`src/rtl/arvi_mdu_pkg.sv`:
```
// Shared types and constants for the iterative multiply/divide unit:
// FSM states, RV M-extension funct3 encodings, divide special-case results.
package arvi_mdu_pkg;

  localparam int MDU_MAX_XLEN = 64;

  typedef enum logic [1:0] {
    ST_IDLE,
    ST_MUL,
    ST_DIV,
    ST_DONE
  } mdu_state_t;

  typedef enum logic [2:0] {
    F3_MUL    = 3'd0,
    F3_MULH   = 3'd1,
    F3_MULHSU = 3'd2,
    F3_MULHU  = 3'd3,
    F3_DIV    = 3'd4,
    F3_DIVU   = 3'd5,
    F3_REM    = 3'd6,
    F3_REMU   = 3'd7
  } mdu_f3_t;

  // Quotient for a zero divisor: all ones in the low xlen bits.
  function automatic logic [MDU_MAX_XLEN-1:0] mdu_div0_quotient(input int xlen);
    return {MDU_MAX_XLEN{1'b1}} >> (MDU_MAX_XLEN - xlen);
  endfunction

  // Quotient for signed overflow: the most-negative xlen-bit value.
  function automatic logic [MDU_MAX_XLEN-1:0] mdu_ovf_quotient(input int xlen);
    return {{(MDU_MAX_XLEN-1){1'b0}}, 1'b1} << (xlen - 1);
  endfunction

endpackage

```
`src/rtl/mdu_div_step.sv`:
```
// One combinational restoring-divide step retiring BPC quotient bits,
// built as a chain of single-bit compare/subtract stages.
module mdu_div_step #(
  parameter int XLEN = 32,
  parameter int BPC  = 1
) (
  input  logic [XLEN-1:0] rem_cur,
  input  logic [XLEN-1:0] quo_cur,
  input  logic [XLEN-1:0] divisor,
  output logic [XLEN-1:0] rem_new,
  output logic [XLEN-1:0] quo_new
);

  logic [XLEN-1:0] rem_c [BPC+1];
  logic [XLEN-1:0] quo_c [BPC+1];

  assign rem_c[0] = rem_cur;
  assign quo_c[0] = quo_cur;

  // quo holds the not-yet-consumed dividend bits at the top and the
  // quotient bits shifting in at the bottom.
  for (genvar gi = 0; gi < BPC; gi++) begin : g_bit
    logic [XLEN:0] trial;
    logic [XLEN:0] diff;
    assign trial = {rem_c[gi], quo_c[gi][XLEN-1]};
    assign diff  = trial - {1'b0, divisor};
    assign rem_c[gi+1] = diff[XLEN] ? trial[XLEN-1:0] : diff[XLEN-1:0];
    assign quo_c[gi+1] = {quo_c[gi][XLEN-2:0], ~diff[XLEN]};
  end

  assign rem_new = rem_c[BPC];
  assign quo_new = quo_c[BPC];

endmodule

```
`src/rtl/ex_mdu.sv`:
```
// Execute-stage RV M-extension unit: iterative shift-add multiply and restoring
// divide. Define ARVI_MDU_FAST_MUL_EN for a single-cycle array multiply.
module ex_mdu
  import arvi_mdu_pkg::*;
#(
  parameter int XLEN           = 32,
  parameter int BITS_PER_CYCLE = 1
) (
  input  logic            i_clk,
  input  logic            i_rst,
  input  logic            i_valid,
  output logic            o_ready,
  input  logic [2:0]      i_f3,
  input  logic [XLEN-1:0] i_rs1,
  input  logic [XLEN-1:0] i_rs2,
  input  logic            i_flush,
  output logic            o_valid,
  input  logic            i_ready,
  output logic [XLEN-1:0] o_res,
  output logic            o_stall
);

  localparam int BPC    = BITS_PER_CYCLE;
  localparam int STEPS  = XLEN / BPC;
  localparam int STEP_W = $clog2(STEPS);
  localparam logic [XLEN-1:0]   DIV0_Q    = XLEN'(mdu_div0_quotient(XLEN));
  localparam logic [XLEN-1:0]   MOST_NEG  = XLEN'(mdu_ovf_quotient(XLEN));
  localparam logic [STEP_W-1:0] LAST_STEP = STEP_W'(STEPS - 1);

  mdu_state_t        state_reg;
  mdu_f3_t           f3_reg;
  logic [STEP_W-1:0] cnt_reg;
  logic [XLEN-1:0]   a_reg;
  logic [XLEN-1:0]   b_reg;
  logic [XLEN-1:0]   rem_reg;
  logic [XLEN-1:0]   quo_reg;
  logic [2*XLEN-1:0] prod_reg;
  logic              neg_reg;
  logic              neg_rem_reg;
  logic [XLEN-1:0]   res_reg;
  logic              valid_reg;

  // Request decode: operand signedness, magnitudes and divide special cases.
  logic            rs1_signed, rs2_signed, rs1_neg, rs2_neg;
  logic [XLEN-1:0] rs1_mag, rs2_mag, special_res;
  logic            div_zero, div_ovf;

  always_comb begin
    rs1_signed  = i_f3[2] ? !i_f3[0] : (i_f3[1:0] != 2'b11);
    rs2_signed  = i_f3[2] ? !i_f3[0] : !i_f3[1];
    rs1_neg     = rs1_signed && i_rs1[XLEN-1];
    rs2_neg     = rs2_signed && i_rs2[XLEN-1];
    rs1_mag     = rs1_neg ? -i_rs1 : i_rs1;
    rs2_mag     = rs2_neg ? -i_rs2 : i_rs2;
    div_zero    = (i_rs2 == '0);
    div_ovf     = !i_f3[0] && (i_rs1 == MOST_NEG) && (i_rs2 == '1);
    special_res = div_zero ? (i_f3[1] ? i_rs1 : DIV0_Q)
                           : (i_f3[1] ? '0 : MOST_NEG);
  end

  // Shift-add step: add a * (low BPC multiplier bits) into the upper half,
  // then shift the whole accumulator right by BPC.
  logic [BPC-1:0]      mul_chunk;
  logic [XLEN+BPC-1:0] mul_partial, mul_sum;
  logic [2*XLEN-1:0]   prod_step;

  assign mul_chunk   = prod_reg[BPC-1:0];
  assign mul_partial = (XLEN+BPC)'(a_reg) * (XLEN+BPC)'(mul_chunk);
  assign mul_sum     = (XLEN+BPC)'(prod_reg[2*XLEN-1:XLEN]) + mul_partial;
  assign prod_step   = {mul_sum, prod_reg[XLEN-1:BPC]};

  logic [XLEN-1:0] rem_step, quo_step;

  mdu_div_step #(
    .XLEN (XLEN),
    .BPC  (BPC)
  ) u_div_step (
    .rem_cur (rem_reg),
    .quo_cur (quo_reg),
    .divisor (b_reg),
    .rem_new (rem_step),
    .quo_new (quo_step)
  );

  logic [2*XLEN-1:0] mul_mag, mul_signed;
  logic              mul_neg, mul_low;
  logic [XLEN-1:0]   mul_res;

`ifdef ARVI_MDU_FAST_MUL_EN
  logic [2*XLEN-1:0] fast_mag;
  assign fast_mag = (2*XLEN)'(rs1_mag) * (2*XLEN)'(rs2_mag);
  // In IDLE the result comes straight from the request; otherwise from the iteration.
  assign mul_mag  = (state_reg == ST_IDLE) ? fast_mag : prod_step;
  assign mul_neg  = (state_reg == ST_IDLE) ? (rs1_neg ^ rs2_neg) : neg_reg;
  assign mul_low  = (state_reg == ST_IDLE) ? (mdu_f3_t'(i_f3) == F3_MUL)
                                           : (f3_reg == F3_MUL);
`else
  assign mul_mag  = prod_step;
  assign mul_neg  = neg_reg;
  assign mul_low  = (f3_reg == F3_MUL);
`endif

  assign mul_signed = mul_neg ? -mul_mag : mul_mag;
  assign mul_res    = mul_low ? mul_signed[XLEN-1:0] : mul_signed[2*XLEN-1:XLEN];

  logic [XLEN-1:0] quo_signed, rem_signed, div_res;

  assign quo_signed = neg_reg ? -quo_step : quo_step;
  assign rem_signed = neg_rem_reg ? -rem_step : rem_step;
  assign div_res    = f3_reg[1] ? rem_signed : quo_signed;

  always_ff @(posedge i_clk) begin
    if (i_rst || i_flush) begin
      state_reg <= ST_IDLE;
      cnt_reg   <= '0;
      valid_reg <= 1'b0;
      res_reg   <= '0;
    end else begin
      case (state_reg)
        ST_IDLE: begin
          if (i_valid) begin
            f3_reg      <= mdu_f3_t'(i_f3);
            a_reg       <= rs1_mag;
            b_reg       <= rs2_mag;
            neg_reg     <= rs1_neg ^ rs2_neg;
            neg_rem_reg <= rs1_neg;
            prod_reg    <= {{XLEN{1'b0}}, rs2_mag};
            rem_reg     <= '0;
            quo_reg     <= rs1_mag;
            cnt_reg     <= '0;
            if (i_f3[2]) begin
              if (div_zero || div_ovf) begin
                res_reg   <= special_res;
                valid_reg <= 1'b1;
                state_reg <= ST_DONE;
              end else begin
                state_reg <= ST_DIV;
              end
            end else begin
`ifdef ARVI_MDU_FAST_MUL_EN
              res_reg   <= mul_res;
              valid_reg <= 1'b1;
              state_reg <= ST_DONE;
`else
              state_reg <= ST_MUL;
`endif
            end
          end
        end
        ST_MUL: begin
          prod_reg <= prod_step;
          cnt_reg  <= cnt_reg + STEP_W'(1);
          if (cnt_reg == LAST_STEP) begin
            res_reg   <= mul_res;
            valid_reg <= 1'b1;
            state_reg <= ST_DONE;
          end
        end
        ST_DIV: begin
          rem_reg <= rem_step;
          quo_reg <= quo_step;
          cnt_reg <= cnt_reg + STEP_W'(1);
          if (cnt_reg == LAST_STEP) begin
            res_reg   <= div_res;
            valid_reg <= 1'b1;
            state_reg <= ST_DONE;
          end
        end
        ST_DONE: begin
          if (i_ready) begin
            res_reg   <= '0;
            valid_reg <= 1'b0;
            state_reg <= ST_IDLE;
          end
        end
        default: state_reg <= ST_IDLE;
      endcase
    end
  end

  assign o_ready = (state_reg == ST_IDLE);
  assign o_valid = valid_reg;
  assign o_res   = res_reg;
  assign o_stall = (i_valid && state_reg == ST_IDLE) || (state_reg == ST_MUL)
                || (state_reg == ST_DIV) || (state_reg == ST_DONE && !i_ready);

endmodule

```
`config.mk`:
```
export PLATFORM = sky130hd
export DESIGN_NAME = ex_mdu
export DESIGN_NICKNAME = d
export VERILOG_FILES = /design/src/rtl/arvi_mdu_pkg.sv /design/src/rtl/mdu_div_step.sv /design/src/rtl/ex_mdu.sv
export SDC_FILE = /design/constraint.sdc
export NUM_CORES = 1
export LEC_CHECK = 0
export CORE_ASPECT_RATIO = 0.75
export CORE_MARGIN = 4
export CORE_UTILIZATION = 30
export DETAILED_ROUTE_END_ITERATION = 7
export GPL_TIMING_DRIVEN = 1
export SLEW_MARGIN = 20
export SYNTH_ARGS = -nofsm -noshare
export SYNTH_HDL_FRONTEND = slang
export SYNTH_HIERARCHICAL = 1
export SYNTH_SLANG_ARGS = --single-unit
```
`constraint.sdc`:
```
create_clock -name i_clk -period 7.5 [get_ports i_clk]
set_input_delay 1.5 -clock i_clk [delete_from_list [all_inputs] [get_ports i_clk]]
set_output_delay 1.5 -clock i_clk [all_outputs]
set_load 0.01 [all_outputs]
```
* Word-level counts from Yosys, hierarchy flattened
Cells that the tools add are included.
** Storage, ports and cells
- Flip-flop bits (word level) :: 237
- Input port bits :: 72
- Logic and storage cells :: 106
** Cells by class
- $add $sub $neg :: 8
- $mul :: 1
- Equal/unequal tests :: 14
- Mux-type cells :: 40
- Bitwise operators :: 3
- Reductions and logical operators :: 28
** Operators with widths (number)
- 32-bit 2-to-1 mux :: 18
- 64-bit 2-to-1 mux :: 2
- 32-bit negator :: 4
- 32-bit case mux with 2 select lines :: 2
- 32-bit case mux with 4 select lines :: 1
- 64-bit case mux with 2 select lines :: 1
- 32-bit equality test (second input constant) :: 2
- 64-bit negator :: 1
- 32-bit by 33-bit adder with 33-bit output :: 1
- 32-bit by 1-bit multiplier with 33-bit output :: 1
- 33-bit by 32-bit subtractor with 33-bit output :: 1
- 32-bit zero test :: 1
- 3-bit AND reduction :: 4
- 2-bit inequality test (second input constant) :: 5
- 5-bit case mux with 2 select lines :: 1
- 1-bit 2-to-1 mux :: 8
- 2-bit 2-to-1 mux :: 4
- 1-bit logical AND :: 6
- 2-bit by 1-bit inequality test with 1-bit output (second input constant) :: 3
- 2-bit case mux with 3 select lines :: 1
- 6-bit AND reduction :: 1
- 2-bit nonzero test :: 3
- 5-bit by 1-bit adder with 5-bit output (second input constant) :: 1
- 5-bit equality test (second input constant) :: 1
- 13 further kinds :: 21

* Logic depth before layout (Yosys ltp)
Gate-level depths: netlist of run 1.
- Depth in word-level cells :: 8
- Depth in mapped cells :: 26
- Mapped depth without buffers :: 25

* Hierarchy
Netlist of run 1, hierarchy kept.
** Modules (own cells, without submodules)
- ex_mdu :: times used 1, cells each 1788, area an instance 16595.9 um2, sequential area each 6716.4 um2
- mdu_div_step :: times used 1, cells each 336, area an instance 2591.2 um2, sequential area each 0.0 um2

* Worst setup path before layout of run 1
OpenSTA, ideal clock, no wires.
- Kind :: flip-flop to flip-flop
- Start :: reg quo_reg[31]
- End :: reg res_reg[28], in the netlist o_res[28]
- Setup time :: 0.117 ns
- Arrival :: 5.783 ns
- Slack :: 1.600 ns
- Stages on the path, launching flop included :: 27
- Path buffers :: 2
- Period minus slack after synthesis :: 5.900 ns
- Path through :: edfxtp_1 -> inv_1 -> ha_1 -> fa_1 -> and2b_1 -> o2111ai_2 -> a21oi_2 -> o2111ai_1 -> a211oi_2 -> nor2_4 -> mux2i_4 -> and2_4 -> buf_12 -> inv_8 -> buf_12 -> mux2_4 -> or4_4 -> or4_4 -> or4_4 -> or3_1 -> o31ai_2 -> xnor2_1 -> nand2_1 -> o21ai_0 -> a21oi_1 -> nand3_1 -> a22o_1
** Between the ends
- Longest elaborated chain between the ends :: 7
** Ends and longest elaborated chain
- from (decl) :: RTL line ex_mdu.sv:36 : logic [XLEN-1:0] quo_reg;
- from (signal assigned) :: RTL line ex_mdu.sv:129 : quo_reg <= rs1_mag;
- from (signal assigned) :: RTL line ex_mdu.sv:161 : quo_reg <= quo_step;
- 33-bit by 32-bit subtractor with 33-bit output :: RTL line mdu_div_step.sv:26 : assign diff = trial - {1'b0, divisor};
- 32-bit 2-to-1 mux :: RTL line mdu_div_step.sv:27 : assign rem_c[gi+1] = diff[XLEN] ? trial[XLEN-1:0] : diff[XLEN-1:0];
- named net rem_step[14] :: RTL line ex_mdu.sv:72 : logic [XLEN-1:0] rem_step, quo_step;
- 32-bit negator :: RTL line ex_mdu.sv:109 : assign rem_signed = neg_rem_reg ? -rem_step : rem_step;
- 32-bit 2-to-1 mux :: RTL line ex_mdu.sv:109
- 32-bit 2-to-1 mux :: RTL line ex_mdu.sv:110 : assign div_res = f3_reg[1] ? rem_signed : quo_signed;
- 32-bit 2-to-1 mux :: RTL line ex_mdu.sv:163 : if (cnt_reg == LAST_STEP) begin
- 32-bit case mux with 4 select lines :: RTL line ex_mdu.sv:119 : case (state_reg)
- to (signal assigned) :: RTL line ex_mdu.sv:133 : res_reg <= special_res;
- to (signal assigned) :: RTL line ex_mdu.sv:154 : res_reg <= mul_res;
- to (signal assigned) :: RTL line ex_mdu.sv:164 : res_reg <= div_res;
- to (decl) :: RTL line ex_mdu.sv:40 : logic [XLEN-1:0] res_reg;
The timed path passes the listed nets, and every way through them passes these cells. The select of a mux whose other input is x is not followed.
A chain may end at the register's enable or synchronous reset.

* Worst setup path in the final report of run 1
- Start :: reg quo_reg[31]
- End :: reg res_reg[28], in the netlist o_res[28]
** Between the ends
- Longest elaborated chain between the ends :: 7
** Ends and longest elaborated chain
- 33-bit by 32-bit subtractor with 33-bit output :: RTL line mdu_div_step.sv:26
- 1-bit NOT :: RTL line mdu_div_step.sv:28 : assign quo_c[gi+1] = {quo_c[gi][XLEN-2:0], ~diff[XLEN]};
- named net quo_step[0] :: RTL line ex_mdu.sv:72
- 32-bit negator :: RTL line ex_mdu.sv:108 : assign quo_signed = neg_reg ? -quo_step : quo_step;
- 32-bit 2-to-1 mux :: RTL line ex_mdu.sv:108
- 32-bit 2-to-1 mux :: RTL line ex_mdu.sv:110
- 32-bit 2-to-1 mux :: RTL line ex_mdu.sv:163
- 32-bit case mux with 4 select lines :: RTL line ex_mdu.sv:119
The timed path passes the listed nets, and every way through them passes these cells. The select of a mux whose other input is x is not followed.

==> results.md, run 1 <==
- Outcome: complete, no violations
- Reg2reg start: quo_reg[31]
- Top delay family on crit path: simple AND/OR/NAND/NOR gates
- Max incr delay on CP: 560 ps
- Largest register FFs: 64
- Worst path required time: 7960 ps
- DRT Pass-1 Iters: 5
- Unrepaired setup endpoints after global routing: no
- Ys async rst share: 0%
- Slowest-stage cell, CP: or4_4
- Post-CTS Setup Bufs: 0
- Maxcap violations: 0
- Initial Utilization: 30.6%
- Detailed Route WL: 68.1 mm
- Worst Reg-to-Reg Cells: 24
- Total Neg Setup Slack: 0 ps
- Number of synthesized register bits: 237
- Mapped Area: 19200 µm²
- CTS HTree Levels: 1
- Clk_skew: 13.2 ps
- P_int: 0.00258 W
- Pwr Total: 0.00379 W
- Slew margin rel.: 26.4%
- GRT overflow: 0
- Slew at the pin closest to its max-slew limit: 1090 ps
- Fillers: 6529
- Synth top area share: 30.8%
- GPL Wtd Cong: 0.930
- Worst setup EP type: flip-flop
- Post-synth EDFFs: 197
- Post-layout minimum cycle time: 6640 ps
- CP Buf/Inv Count: 2
- GRT Overall Usage: 19.3%
- Initial antenna violation count: 2
- FF-to-FF setup slack: 860 ps
- Leak: 7.66 nW
- HPWL after detailed placement: 51.2 mm
- Post-synthesis sequential area ratio: 35.0%
- Clock edge transition at the registers on the reported setup and hold paths: 60 ps
- Hold Crit Start: o_res[16]
- Die Wd: 300 µm
- Sequential share of power: 40.7%
- Hold Path Depth: 2
- Largest net degree at the start of global routing: 69
- Worst hold path type: flip-flop to flip-flop
- Combinational group share of total power: 25.1%
- Cell taking the most area after synthesis: edfxtp_1
- # DRC: 0
- Antenna Violating Nets Remaining: 0
- Synthesized Nets: 2274
- DR vias/cell: 5.71
- Gate Count Post-Synth: 2124
- CP most frequent cell: or4_4
- First-pass GRT wire length: 102 mm
- Cell with the most instances after synthesis: edfxtp_1
- Final Hold Viols: 0
- Clk buf depth: 3
- Clock sinks: 237
- Root Driver: clkbuf_16
- Post-DR wirelength/cell: 22.6 µm
- Synth Area per Inst: 9.03 µm²
- Post-synth cell types: 111
- Nets@finish: 2291
- Routed via count: 17.2k
- Die area: 68100 µm²
- Worst R2R End: o_res[28]
- Clk Latency, worst-skew pair: 560 ps
- Post-synth top cells: edfxtp_1, nand2_1, o21ai_0
- I/O pin cnt: 107
- Floorplan row count: 79
- CP cell instances: inv_1 -> ha_1 -> fa_1 -> and2b_1 -> o2111ai_2 -> a21oi_2 -> o2111ai_1 -> a211oi_2 -> nor2_4 -> mux2i_4 -> and2_4 -> inv_8 -> mux2_4 -> or4_4 -> or4_4 -> or4_4 -> or3_1 -> o31ai_2 -> xnor2_1 -> nand2_1 -> o21ai_0 -> a21oi_1 -> nand3_1 -> a22o_1
- Most area-consuming cells after synthesis: edfxtp_1, ha_1, xnor2_1
- Post-CTS sizing: 0
- Startpoint Class: flip-flop
- Layout cell share with drive strength beyond 1: 10.2%
- Critical path class: flip-flop to flip-flop
- Net Sw Frac: 32.0%
- WHS Endpoint: o_res[16]
- # port buffers: 106
- Layout area overhead: 12.7%
- Main synth FF type: edfxtp_1
- P_sw: 0.00121 W
- Crit Path Max Fanout: 26
- WP data arrival: 7090 ps
- Max VDD drop: 0.147 mV
- Number of global-route vias before repair: 16.3k
- Die H: 227 µm
- Slew Limit Fails: 0
- Crit share post-route: 88.5%
- Hold WS: 472 ps
- Placeable Area: 62700 µm²
- Hold buffer count at cts: 0
- Final setup vio count: 0
- CTS tree: built
- Fmax: 151 MHz
- Num CTS Buffers: 27
- Clock power share: 34.2%
- Power per cell area: 175 nW/µm²
- DRT iter0 DRCs: 2119
- Yosys warnings: 6
-- power groups by stage --
stage               registers [W]  clock network, W  logic (W)
floorplan                 0.00156                 0   0.000633
global placement          0.00157                 0   0.000921
detailed placement        0.00157                 0   0.000932
CTS                       0.00154           0.00132   0.000939
global route              0.00155           0.00138    0.00103
finish                    0.00154           0.00130   0.000952
-- worst reg2reg max path, delay by kind of cell, from the launching register on --
kind            cells  cell delay, ps
compound gates      8            1730
xor+xnor            1             100
fa+ha+maj           2             630
buf+inv             2             200
flops               1             340
mux                 2             710
simple gates        9            2820
-- metal layers --
layer / vias up / GRT usage (%) / routed length (µm) / part of all wire (%)
met3: 103 / 4.22 / 5930 / 8.7
met4: 4 / 5.02 / 1890 / 2.8
li1: 7875 / - / - / -
met5: - / 0.680 / 74 / 0.11
met1: 8475 / 28.8 / 32400 / 48
met2: 751 / 28.0 / 27800 / 41
-- worst max path at each step --
stage                startpoint         to  slack, ps  depth (start not counted)
finish              quo_reg[31]  o_res[28]        860                         24
global route        quo_reg[31]  o_res[28]        560                         24
CTS                 quo_reg[31]  o_res[28]        930                         24
detailed placement     i_rs2[0]  o_res[23]        940                         13
global placement    quo_reg[31]  o_res[28]       1120                         24
floorplan           quo_reg[31]  o_res[28]       1600                         26
-- layout by cell type, fill, tap and decap left out, drive strengths merged, types with 29 or more instances in the layout --
cell and instances:
or3 30, clkdlybuf4s50 106, a21oi 153, ha 76, mux2 87, dfxtp 40, o21ai 183, a21o 34
clkbuf 37, nand2 185, o31ai 31, nand3 50, nor2 133, and2 93, inv 67, edfxtp 197
xor2 85, nor3 53, a211oi 29, xnor2 103
-- per-stage QoR --
stage / instances / area, µm² / util, % / worst slack [ps]
CTS: 3009 / 21600 / 34.5 / 932
floorplan: 2124 / 19200 / - / 1600
finish: 3013 / 21600 / 34.5 / 862
global route: 3010 / 21600 / 34.5 / 560
global placement: 2961 / 20800 / 33.2 / 1120
detailed placement: 2961 / 20800 / 33.2 / 945
-- cell families (layout without fill, tap and decap cells) --
kind of cell | count (synthesis) | count (layout) | synth area share [%]
AOI/OAI and AO/OA | 597 | 597 | 20.1
xor gates and xnor gates | 188 | 188 | 8.58
adders and majority gates | 78 | 78 | 5.16
buffers and inverters | 209 | 245 | 5.29
DFF | 237 | 237 | 35.0
muxes | 103 | 103 | 6.38
other | 0 | 3 | 0
and+or+nand+nor | 712 | 712 | 19.5
-- layout make-up --
class / instances / area [µm²] / area share [%]
diodes: 3 / 7.51 / 0.0347
clock buffers: 37 / 733 / 3.39
clock inverters: 11 / 83.8 / 0.388
inverters: 66 / 255 / 1.18
multi-input cells: 1678 / 11500 / 53.2
flip-flops and latches: 237 / 6720 / 31.1
well taps: 850 / 1060 / 4.92
repair buffers: 131 / 1260 / 5.83
Power figures use the tool's default switching activity.
==> run 2: changes to the inputs <==
- CORE_MARGIN: 4 -> 3
==> results.md, run 2 (same netlist as run 1, synthesis figures left out) <==
- Worst hold path type: flip-flop to flip-flop (unchanged)
- Post-CTS sizing: 0 (unchanged)
- Initial antenna violation count: 1 (was 2)
- Nets@finish: 2292 (was 2291)
- Slew Limit Fails: 0 (unchanged)
- Commonest non-fill, non-tap cells in the layout: edfxtp_1, nand2_1, o21ai_0 (unchanged)
- HPWL after detailed placement: 50.5 mm (was 51.2 mm)
- Critical Path Start: quo_reg[31] (unchanged)
- Routed via count: 17.1k (was 17.2k)
- Total Neg Setup Slack: 0 ps (unchanged)
- Worst setup margin: 949 ps (was 862 ps)
- Startpoint Class: flip-flop (unchanged)
- CP endpoint: o_res[28] (unchanged)
- Fmax: 153 MHz (was 151 MHz)
- Die area: 67100 µm² (was 68100 µm²)
- Final setup vio count: 0 (unchanged)
- Slew margin rel.: 27.4% (was 26.4%)
- Worst path required time: 7960 ps (about the same)
- I/O pin cnt: 107 (unchanged)
- Detailed Route WL: 66.7 mm (was 68.1 mm)
- CP Depth: 24 (unchanged)
- GRT Overall Usage: 19.1% (was 19.3%)
- FF-to-FF setup slack: 950 ps (was 860 ps)
- Inst Count DP: 2962 (was 2961)
- Crit share post-route: 87.4% (was 88.5%)
- Largest register FFs: 64 (unchanged)
- Layout cell share with drive strength beyond 1: 10.4% (was 10.2%)
- Initial Utilization: 30.6% (unchanged)
- Outcome: complete, no violations (unchanged)
- Die Wd: 298 µm (was 300 µm)
- Max VDD drop: 0.153 mV (was 0.147 mV)
- WP data arrival: 7010 ps (was 7090 ps)
- Post-layout minimum cycle time: 6550 ps (was 6640 ps)
- Reg2reg start: quo_reg[31] (unchanged)
- Slew at the pin closest to its max-slew limit: 1080 ps (was 1090 ps)
- GPL Wtd Cong: 0.942 (was 0.930)
- Pwr Total: 0.00388 W (was 0.00379 W)
- Post-DR wirelength/cell: 22.1 µm (was 22.6 µm)
- CP most frequent cell: or4_4 (unchanged)
- Hold Path Depth: 2 (unchanged)
- Root Driver: clkbuf_16 (unchanged)
- Leak: 7.71 nW (was 7.66 nW)
- Top delay family on crit path: simple AND/OR/NAND/NOR gates (unchanged)
- Finished Layout Cells: 3011 (was 3013)
- Die H: 225 µm (was 227 µm)
- Hold buffer count at cts: 0 (unchanged)
- DRT Pass-1 Iters: 5 (unchanged)
- GRT overflow: 0 (unchanged)
- Num CTS Buffers: 26 (was 27)
- Worst R2R End: o_res[28] (unchanged)
- Clk_skew: 17.5 ps (was 13.2 ps)
- Clock sinks: 237 (unchanged)
- Layout area overhead: 13.3% (was 12.7%)
- CTS HTree Levels: 1 (unchanged)
- Unrepaired setup endpoints after global routing: no (unchanged)
- Crit Path Max Fanout: 26 (unchanged)
- Worst Reg-to-Reg Cells: 24 (unchanged)
- # port buffers: 106 (unchanged)
- Largest net degree at the start of global routing: 69 (unchanged)
- Fillers: 6447 (was 6529)
- CTS tree: built (unchanged)
- Power per cell area: 179 nW/µm² (was 175 nW/µm²)
- Clock edge transition at the registers on the reported setup and hold paths: 70 ps (was 60 ps)
- Ant diodes: 0 (was 3)
- Critical path class: flip-flop to flip-flop (unchanged)
- First-pass GRT wire length: 100 mm (was 102 mm)
- Clk buf depth: 3 (unchanged)
- Maxcap violations: 0 (unchanged)
- DRT iter0 DRCs: 1935 (was 2119)
- Commonest non-fill, non-tap cell in the layout: edfxtp_1 (unchanged)
- Floorplan row count: 79 (unchanged)
- Final Hold Viols: 0 (unchanged)
- Number of global-route vias before repair: 15.8k (was 16.3k)
- Place WS: 935 ps (was 945 ps)
- Placeable Area: 62700 µm² (unchanged)
- Hold WS: 461 ps (was 472 ps)
- CP Buf/Inv Count: 2 (unchanged)
- Clk Latency, worst-skew pair: 560 ps (about the same)
- Worst setup EP type: flip-flop (unchanged)
- Max incr delay on CP: 560 ps (about the same)
- CP cell instances: inv_1 -> ha_1 -> fa_1 -> and2b_1 -> o2111ai_2 -> a21oi_2 -> o2111ai_1 -> a211oi_2 -> nor2_4 -> mux2i_4 -> and2_4 -> inv_8 -> mux2_4 -> or4_4 -> or4_4 -> or4_4 -> or3_1 -> o31ai_2 -> xnor2_1 -> nand2_1 -> o21ai_0 -> a21oi_1 -> nand3_1 -> a22o_1 (unchanged)
- Post-CTS Setup Bufs: 0 (unchanged)
- # DRC: 0 (unchanged)
- Antenna Violating Nets Remaining: 0 (unchanged)
- Slowest-stage cell, CP: or4_4 (unchanged)
- DR vias/cell: 5.69 (was 5.71)
==> run 2: cell count changes in the layout (fill, tap and decap cells not counted), sizes merged, moves of 3 or more <==
cell	delta
bufinv	+3
clkinv	+3
diode	-3
clkbuf	-7
==> run 2: worst reg2reg max path, stage by stage (launching register included) <==
cell and delay, ps:
edfxtp_1 360, inv_1 50, ha_1 220, fa_1 400, and2b_1 240, o2111ai_2 130
a21oi_2 250, o2111ai_1 200, a211oi_2 330, nor2_4 110, mux2i_4 390, and2_4 330
inv_8 140, mux2_4 360, or4_4 560, or4_4 450, or4_4 560, or3_1 400
o31ai_2 220, xnor2_1 100, nand2_1 70, o21ai_0 80, a21oi_1 220, nand3_1 100
a22o_1 210
==> run 2: layout make-up <==
cell class,instances,area (µm²),area share (%)
sequential,237,6720,30.9
clock inverter,17,188,0.864
clock buffer,30,707,3.25
multi-input combinational,1678,11500,53.0
tap,850,1060,4.89
inverter,66,255,1.17
timing repair buffer,133,1300,5.96
==> run 2: worst min path at each step <==
| stage | start | endpoint |
|---|---|---|
| 5_1_grt | o_res[16] | o_res[16] |
| 6_report | o_res[16] | o_res[16] |
| 4_1_cts | o_res[9] | o_res[9] |
| 3_3_place_gp | o_res[17] | o_res[17] |
| 3_5_place_dp | o_res[9] | o_res[9] |
| 2_1_floorplan | cnt_reg[4] | cnt_reg[4] |
==> run 2: metrics by stage <==
step           instance area (µm²)  utilization (%)
6_report                     21700             34.7
5_1_grt                      21700             34.7
4_1_cts                      21700             34.6
3_5_place_dp                 20800             33.2
3_3_place_gp                 20800             33.2
2_1_floorplan                19200                -
==> run 2: report_power, final <==
part / leakage, nW / internal [W] / switching (W)
logic: 5.13 / 0.000364 / 0.000582
clock network: 0.437 / 0.000810 / 0.000584
registers: 2.15 / 0.00150 / 0.0000413
==> run 2: per-layer routing <==
metal	GRT usage, %	vias to the layer above	share of wire (%)
met2	28.1	781	42
met3	4.22	70	9.1
met4	2.76	2	1.4
met5	0	-	0.025
li1	-	7897	-
met1	29.1	8372	48
